--- src/rtl/gac_rf_read_arb.sv ---
// gac_rf_read_arb: round-robin arbiter sharing one register read mux, two-stage registered read pipeline
module gac_rf_read_arb #(
    parameter int NREQ    = 4,
    parameter int AW      = 5,
    parameter int DW      = 32,
    parameter int ZERO_R0 = 1
) (
    input  logic               clk,
    input  logic               reset,
    input  logic               stall,
    input  logic [NREQ-1:0]    req_valid,
    input  logic [NREQ*AW-1:0] req_addr,
    output logic [NREQ-1:0]    req_ready,
    output logic [AW-1:0]      mux_sel,
    input  logic [DW-1:0]      mux_q,
    output logic [NREQ-1:0]    rsp_valid,
    output logic [DW-1:0]      rsp_data,
    output logic               busy
);
    localparam int IW = $clog2(NREQ);
    localparam logic [NREQ-1:0] ONE = {{(NREQ-1){1'b0}}, 1'b1};
    logic [AW-1:0]   addr_a [NREQ];
    logic [IW-1:0]   ptr_q, ptr_d, s1_id_q, s1_id_d, win, idx;
    logic [IW:0]     sum;
    logic            found, grant;
    logic            s1_valid_q, s1_valid_d, s1_zero_q, s1_zero_d;
    logic [AW-1:0]   mux_sel_q, mux_sel_d;
    logic [NREQ-1:0] rsp_valid_q, rsp_valid_d;
    logic [DW-1:0]   rsp_data_q, rsp_data_d;
    genvar i;
    for (i = 0; i < NREQ; i++) begin : g_addr
        assign addr_a[i] = req_addr[i*AW +: AW];
    end
    // search upward from the pointer, wrapping at NREQ
    always_comb begin
        found = 1'b0;
        win   = '0;
        sum   = '0;
        idx   = '0;
        for (int k = 0; k < NREQ; k++) begin
            sum = {1'b0, ptr_q} + (IW+1)'(k);
            idx = IW'(sum >= (IW+1)'(NREQ) ? sum - (IW+1)'(NREQ) : sum);
            if (!found && req_valid[idx]) begin
                found = 1'b1;
                win   = idx;
            end
        end
        grant       = found && !stall && !reset;
        ptr_d       = grant ? (win == IW'(NREQ-1) ? '0 : win + 1'b1) : ptr_q;
        s1_valid_d  = grant;
        mux_sel_d   = grant ? addr_a[win] : mux_sel_q;
        s1_id_d     = grant ? win : s1_id_q;
        s1_zero_d   = grant ? (addr_a[win] == '0 && ZERO_R0 != 0) : s1_zero_q;
        rsp_valid_d = s1_valid_q ? ONE << s1_id_q : '0;
        rsp_data_d  = s1_valid_q ? (s1_zero_q ? '0 : mux_q) : rsp_data_q;
    end
    always_ff @(posedge clk or posedge reset) begin
        if (reset) begin
            ptr_q       <= '0;
            s1_valid_q  <= 1'b0;
            s1_id_q     <= '0;
            s1_zero_q   <= 1'b0;
            mux_sel_q   <= '0;
            rsp_valid_q <= '0;
            rsp_data_q  <= '0;
        end else begin
            ptr_q       <= ptr_d;
            s1_valid_q  <= s1_valid_d;
            s1_id_q     <= s1_id_d;
            s1_zero_q   <= s1_zero_d;
            mux_sel_q   <= mux_sel_d;
            rsp_valid_q <= rsp_valid_d;
            rsp_data_q  <= rsp_data_d;
        end
    end
    assign req_ready = grant ? ONE << win : '0;
    assign mux_sel   = mux_sel_q;
    assign rsp_valid = rsp_valid_q;
    assign rsp_data  = rsp_data_q;
    assign busy      = s1_valid_q | (|rsp_valid_q);
endmodule

--- config.mk ---
export PLATFORM = sky130hd
export DESIGN_NAME = gac_rf_read_arb
export DESIGN_NICKNAME = d
export VERILOG_FILES = /design/src/rtl/gac_rf_read_arb.sv
export SDC_FILE = /design/constraint.sdc
export NUM_CORES = 1
export LEC_CHECK = 0
export CORE_ASPECT_RATIO = 1.25
export CORE_MARGIN = 1.5
export CORE_UTILIZATION = 41
export CTS_CLUSTER_SIZE = 12
export DETAILED_ROUTE_END_ITERATION = 8
export PLACE_DENSITY = 0.8
export SLEW_MARGIN = 20
export SYNTH_ARGS = -nofsm -noshare
export SYNTH_HDL_FRONTEND = slang
export SYNTH_SLANG_ARGS = --single-unit
--- constraint.sdc ---
create_clock -name clk -period 2.7 [get_ports clk]
set_input_delay 0.675 -clock clk [delete_from_list [all_inputs] [get_ports clk]]
set_output_delay 0.675 -clock clk [all_outputs]
set_load 0.02 [all_outputs]
==> results.tsv, run 1 <==
stage	metric	value	unit
run_status	status	finished clean	
pwr	Sw Pwr	837	uW
placement	Post-DP Area	3440	sq um
detailed_routing	Vias	2014	
sta	Final setup viols	0	
critical_path	critical path buffer and inverter count	3	
synth	Top FF cell, synth	dfrtp_1	
synth	Synth area leader	dfrtp_1	
placement	Port Buffers	104	
clock_tree	CTS root buf	clkbuf_8	
sta	Peak Freq	0.381	GHz
clock_tree	H-tree levels	2	
critical_path	crit path max fanout	6	
clock_tree	Clk pin slew, worst setup/hold paths	0.08	ns
final_layout	design area	3540	sq um
global_route	vias in the first global route	2095	
synth	area of the mapped netlist	2250	sq um
clock_tree	CTS hold repair buffers	0	
global_route	met1 global-route usage	0.223	
detailed_routing	Residual DRC	0	
floorplanning	die area	5940	sq um
global_route	Most Used Layer, Global Route	met2	
critical_path	Crit path required time	2.03	ns
clock_tree	maximum clock insertion buffer count	2	
final_layout	synthesis-to-layout area growth	57.3	%
detailed_routing	DR pass1 iterations	4	
pwr	sequential power share	0.377	
pwr	sw frac	0.336	
synth	sequential-to-total area share from yosys stat	0.523	
clock_tree	CTS tree	done	
pwr	Power Internal	1.65	mW
final_layout	register area	1180	sq um
pwr	clock network fraction of total power	0.196	
sta	Worst Tran Pin Value	0.333	ns
floorplanning	Ports	105	
critical_path	Setup CP Type	primary input to primary output	
global_route	total track usage	0.193	
detailed_routing	Wirelength per Cell	13.2	microns
clock_tree	CTS Buf Count	5	
synth	Yosys top cell area share	0.523	
critical_path	critical path arrival	1.95	ns
synth	count leader, synth	dfrtp_1	
critical_path	CP Cell Sequence	clkdlybuf4s50_1, or3_1, inv_1, and2_1, buf_2	
detailed_routing	WL final	5500	microns
sta	Relative slew margins	0.778	
floorplanning	Die W	69.3	microns
floorplanning	Core Area	5190	sq um
floorplanning	starting density of the core	0.434	
synth	Synth warnings	0	
job	Max-Cap Viols	0	
pwr	leakage	1.65	nW
clock_tree	post-CTS setup buffers	0	
global_route	largest net degree at the start of global routing	39	
critical_path	cell family with most CP delay	buffers and inverters	
floorplanning	FP Rows	29	
final_layout	Layout Nets	418	
sta	max-slew violations	0	
pwr	Gate power share	0.428	
placement	pre-CTS WS	-0.659	ns
final_layout	fillers	435	
detailed_routing	vias per inst	4.83	
clock_tree	Clock Latency Late Sink	0.29	ns
detailed_routing	Iteration-0 DRC Markers	80	
final_layout	share of cells above drive strength 1	0.163	
synth	flops & latches, synth	47	
sta	Fin. Hold Viols	0	
pwr	Power Density	704	nW/um^2
synth	ys async rst share	1.00	
synth	Distinct cells, synth	35	
critical_path	crit path capture type	primary output	
sta	final hold slack	0.480	ns
synth	Post-Synthesis Cells	237	
sta	Final Skew	0.00287	ns
synth	Synth top cells by count	47 x dfrtp_1, 46 x nand2_1, 36 x inv_1	
global_route	initial antenna violation count	0	
clock_tree	Sink Count	47	
synth	Post-synth EDFFs	0	
synth	syn_nets	300	
final_layout	n_diodes	0	
synth	average size of a mapped cell	9.49	sq um
placement	HPWL Detailed	4270	microns
sta	RSZ-0062 raised after global routing	no	
sta	min cycle time layout	2.62	ns
hold_path	hold crit path type	flop to flop	
sta	Setup WS post-layout	0.0752	ns
detailed_routing	post-route ant nets	0	
global_route	first-pass GRT wire length	9340	microns
placement	RD Place Congestion	0.823	
global_route	grt met3 use	0.0623	
global_route	grt ovf	0	
pwr	Worst IR Drop VDD	0.453	mV
critical_path	CP Launch Type	primary input	
synth	Area contributors post-synth	dfrtp_1 52%, nand2_1 7.7%, o21ai_0 7.6%	
critical_path	Max stage delay on crit path	0.43	ns
sta	Final period util	0.972	
critical_path	CP max-delay cell	clkdlybuf4s50_1	
final_layout	multi-input logic area	877	sq um
floorplanning	Die Y	85.8	microns
global_route	met2 usage	0.342	
[layout by cell type (no fill, tap or decap), types with 2 or more instances in the layout]
cell,instances
ha_1,4
inv_1,35
a21oi_1,2
dlygate4sd2_1,2
and2_1,4
inv_2,2
clkbuf_2,2
nand2_1,46
o31ai_1,5
dfrtp_1,47
and3_2,8
and2_4,3
clkdlybuf4s50_1,96
buf_4,20
mux2i_1,3
o21ai_0,34
clkbuf_8,5
nor2_1,4
o22a_1,2
a211oi_2,8
[metrics by stage]
stage	utilization	cells	power (mW)	TNS, ns
2_1_floorplan	-	237	1.53	0
3_3_place_gp	0.664	410	1.99	-2.38
3_5_place_dp	0.664	410	2.02	-2.50
4_1_cts	0.681	417	2.52	0
5_1_grt	0.682	417	2.65	0
6_report	0.682	417	2.49	0
[path summary, 6_finish.rpt]
| check | startpoint | endpoint | slack [ns] | cells past startpoint |
|---|---|---|---|---|
| worst max-delay path | reset | req_ready[0] | 0.08 | 5 |
| worst min-delay path | mux_sel[3]$_DFFE_PP0P_ | mux_sel[3]$_DFFE_PP0P_ | 0.48 | 2 |
| worst max register to register | ptr_q[1]$_DFFE_PP0P_ | s1_zero_q$_DFFE_PP0P_ | 0.74 | 7 |
| worst min register to register | mux_sel[3]$_DFFE_PP0P_ | mux_sel[3]$_DFFE_PP0P_ | 0.48 | 2 |
| max in group asynchronous | reset | rsp_data[20]$_DFFE_PP0P_ | 1.48 | 3 |
| min in group asynchronous | reset | ptr_q[1]$_DFFE_PP0P_ | 0.68 | 2 |
[final cells by class]
| type | count | area share |
|---|---|---|
| clock buffers | 6 | 0.0205 |
| well taps | 62 | 0.0219 |
| flip-flops and latches | 47 | 0.332 |
| inverters | 38 | 0.0424 |
| clock inverters | 1 | 0.00849 |
| repair buffers | 122 | 0.326 |
| multi-input cells | 141 | 0.248 |
[timing repair]
action                     4_1_cts  5_1_grt
gates resized for setup         23        8
setup endpoints to repair        4        4
pin swaps                        3        1
[sequential cells by signal, indices dropped and copies added, names as in the netlist]
signal / count
rsp_data: 32
mux_sel: 5
rsp_valid: 4
ptr_q: 2
s1_id_q: 2
s1_valid_q: 1
s1_zero_q: 1
[power groups by stage]
stage / Sequential [mW] / Clock, mW / Combinational [mW]
floorplan: 1.08 / 0 / 0.447
global placement: 0.944 / 0 / 1.05
detailed placement: 0.950 / 0 / 1.07
CTS: 0.938 / 0.505 / 1.08
global route: 0.960 / 0.533 / 1.16
finish: 0.939 / 0.487 / 1.07
[per-layer routing]
layer / wire [microns] / vias to the layer above
met5: 0 / -
met4: 82 / 0
met3: 437 / 7
met2: 2790 / 74
met1: 2200 / 933
li1: - / 1000
[cell families (layout without fill, tap and decap cells)]
family | Yosys count | count (layout) | synth area share
flops | 47 | 47 | 0.523
mux | 4 | 4 | 0.0184
compound gates | 57 | 57 | 0.179
fa+ha+maj | 4 | 4 | 0.0222
simple gates | 76 | 76 | 0.164
buf+inv | 49 | 167 | 0.0940
[worst min-delay path: stages, from the launching register on]
cell     delay (ns)
dfrtp_1        0.35
nand2_1        0.05
o31ai_1        0.05
Note: power is estimated with default switching activity, not from simulation.
==> run 2, diff against run 1 <==
--- a/config.mk
+++ b/config.mk
@@ -7,10 +7,11 @@
 export LEC_CHECK = 0
 export CORE_ASPECT_RATIO = 1.25
 export CORE_MARGIN = 1.5
-export CORE_UTILIZATION = 41
+export CORE_UTILIZATION = 42
+export CTS_BUF_LIST = sky130_fd_sc_hd__clkbuf_4
 export CTS_CLUSTER_SIZE = 12
 export DETAILED_ROUTE_END_ITERATION = 8
-export PLACE_DENSITY = 0.8
+export PLACE_DENSITY = 0.82
 export SLEW_MARGIN = 20
 export SYNTH_ARGS = -nofsm -noshare
 export SYNTH_HDL_FRONTEND = slang
==> run 2 against run 1 <==
Net effect:
- first-iteration DRC count fell by 19%
- critical path type is now flop to primary output
- sequential share of layout area hardly changed
- critical endpoint is now req_ready[2]
- setup slack better by 0.033 ns
- sequential power about the same
==> results.tsv, run 2 (synthesis gave the netlist of run 1 again) <==
stage	metric	value	unit	change
run_status	status	finished clean		
clock_tree	Clk pin slew, worst setup/hold paths	0.13	ns	+0.05 ns
sta	Peak Freq	0.386	GHz	+1.3%
sta	max-slew violations	0		unchanged
placement	RD Place Congestion	0.854		+3.8%
floorplanning	Ports	105		unchanged
detailed_routing	Iteration-0 DRC Markers	65		-19%
floorplanning	starting density of the core	0.440		+0.00615
pwr	Worst IR Drop VDD	0.468	mV	+3.1%
global_route	first-pass GRT wire length	9180	microns	-1.7%
clock_tree	CTS tree	done		
critical_path	crit path capture type	primary output		
pwr	Gate power share	0.448		+0.020
final_layout	multi-input logic area	883	sq um	+0.71%
detailed_routing	WL final	5470	microns	-0.62%
global_route	total track usage	0.206		+0.0132
critical_path	CP Cell Sequence	and2_4, o2bb2ai_1, or2_4, ha_1, and2_1, buf_4		
final_layout	design area	3540	sq um	about the same
sta	Final period util	0.960		-0.0123
final_layout	share of cells above drive strength 1	0.177		+0.0136
final_layout	register area	1180	sq um	unchanged
clock_tree	Clock Latency Late Sink	0.34	ns	+0.05 ns
global_route	vias in the first global route	2039		-2.7%
clock_tree	CTS Buf Count	5		unchanged
floorplanning	die area	5810	sq um	-2.3%
pwr	sw frac	0.345		+0.00869
placement	Post-DP Area	3460	sq um	+0.36%
pwr	Power Internal	1.58	mW	-4.5%
sta	final hold slack	0.487	ns	+0.00755 ns
final_layout	Layout Nets	418		unchanged
sta	min cycle time layout	2.59	ns	-0.0333 ns
detailed_routing	Wirelength per Cell	13.1	microns	-0.86%
sta	Worst Tran Pin Value	0.329	ns	-0.00317 ns
final_layout	fillers	402		-7.6%
detailed_routing	DR pass1 iterations	4		unchanged
clock_tree	CTS hold repair buffers	0		unchanged
clock_tree	CTS root buf	clkbuf_4		
placement	HPWL Detailed	4280	microns	+0.14%
placement	Port Buffers	104		unchanged
sta	Final setup viols	0		unchanged
pwr	Sw Pwr	831	uW	-0.69%
critical_path	Max stage delay on crit path	0.46	ns	+0.03 ns
hold_path	hold crit path type	flop to flop		
detailed_routing	Vias	2011		-0.15%
hold_path	hold depth	2		unchanged
final_layout	n_diodes	0		unchanged
job	Max-Cap Viols	0		unchanged
final_layout	synthesis-to-layout area growth	57.2	%	about the same
critical_path	Setup CP Type	flop to primary output		
sta	RSZ-0062 raised after global routing	no		
final_layout	commonest non-fill, non-tap cell in the layout	clkdlybuf4s50_1		
global_route	largest net degree at the start of global routing	48		+23%
sta	Final Skew	0.0113	ns	+0.00838 ns
floorplanning	Die W	68.5	microns	-1.1%
critical_path	CP Launch Type	flop		
final_layout	commonest cells after routing, fill and taps aside	96 x clkdlybuf4s50_1, 47 x dfrtp_1, 46 x nand2_1		
floorplanning	Die Y	84.8	microns	-1.2%
pwr	leakage	1.64	nW	-0.42%
critical_path	reg2reg path depth	7		unchanged
floorplanning	Core Area	5120	sq um	-1.4%
floorplanning	FP Rows	29		unchanged
detailed_routing	vias per inst	4.81		-0.39%
pwr	Power Density	682	nW/um^2	-3.2%
pwr	sequential power share	0.389		+0.012
clock_tree	post-CTS setup buffers	0		unchanged
detailed_routing	Residual DRC	0		unchanged
final_layout	max reg flops	32		unchanged
pwr	clock network fraction of total power	0.163		-0.033
sta	Fin. Hold Viols	0		unchanged
sta	Relative slew margins	0.780		+0.00243
clock_tree	maximum clock insertion buffer count	2		unchanged
critical_path	critical path arrival	1.92	ns	-0.03 ns
global_route	initial antenna violation count	0		unchanged
critical_path	CP max-delay cell	dfrtp_1		
global_route	grt ovf	0		unchanged
detailed_routing	post-route ant nets	0		unchanged
clock_tree	Sink Count	47		unchanged
pwr	total power	2.41	mW	-3.2%
clock_tree	H-tree levels	2		unchanged
critical_path	Crit path required time	2.03	ns	about the same
critical_path	crit path max fanout	5		-1
==> run 2: cell count changes in the layout (fill, tap and decap cells not counted), moves of 2 or more <==
cell	before	now
clkbuf_4	0	5
clkbuf_8	5	0
buf_4	20	18
buf_6	1	3
==> run 2: stage by stage <==
stage,utilization,TNS [ns],setup slack [ns],instances
after floorplan,-,0,0.221,237
after global placement,0.676,-2.31,-0.604,410
after detailed placement,0.676,-2.45,-0.658,410
after CTS,0.693,0,0.0279,418
after global routing,0.691,0,0.00338,418
final,0.691,0,0.108,418
==> run 2: what timing repair did <==
item                       4_1_cts  5_1_grt
hold endpoints to repair         0        0
setup endpoints to repair        4        4
gates resized for setup         31        8
pin swaps                        2        4
==> run 2: final cells by class <==
class                   count  share of cell area
clock buffers               5              0.0106
clock inverters             3              0.0110
well taps                  62              0.0219
inverters                  38              0.0424
multi-input cells         141               0.250
flip-flops and latches     47               0.333
repair buffers            122               0.332
==> run 2: worst max-delay path: cells and delay by family (launching register included) <==
kind / cells / cell delay, ns
AO/OA/AOI/OAI: 1 / 0.14
buffers and inverters: 1 / 0.15
AND/OR/NAND/NOR: 3 / 0.62
adder cells (fa/ha/maj): 1 / 0.21
flip-flops: 1 / 0.46
==> run 2: final timing paths <==
| kind | from | slack (ns) | endpoint |
|---|---|---|---|
| hold / removal | mux_sel[0]$_DFFE_PP0P_ | 0.49 | mux_sel[0]$_DFFE_PP0P_ |
| max in group asynchronous | reset | 1.69 | rsp_data[1]$_DFFE_PP0P_ |
| hold reg to reg | mux_sel[0]$_DFFE_PP0P_ | 0.49 | mux_sel[0]$_DFFE_PP0P_ |
| min in group asynchronous | reset | 0.78 | rsp_valid[0]$_DFF_PP0_ |
| setup reg to reg | ptr_q[1]$_DFFE_PP0P_ | 0.73 | s1_zero_q$_DFFE_PP0P_ |
| setup / recovery | ptr_q[1]$_DFFE_PP0P_ | 0.11 | req_ready[2] |
==> run 2: power by group through the flow <==
stage	Combinational, mW	Clock [mW]	Sequential, mW
floorplan	0.447	0	1.08
global placement	1.05	0	0.948
detailed placement	1.07	0	0.953
CTS	1.09	0.412	0.939
global route	1.18	0.445	0.955
finish	1.08	0.394	0.938
==> run 2: metal layers <==
layer / global-route usage / part of all wire
met5: 0 / 0
met2: 0.351 / 0.52
met4: 0.0600 / 0.017
met3: 0.0610 / 0.081
met1: 0.246 / 0.39
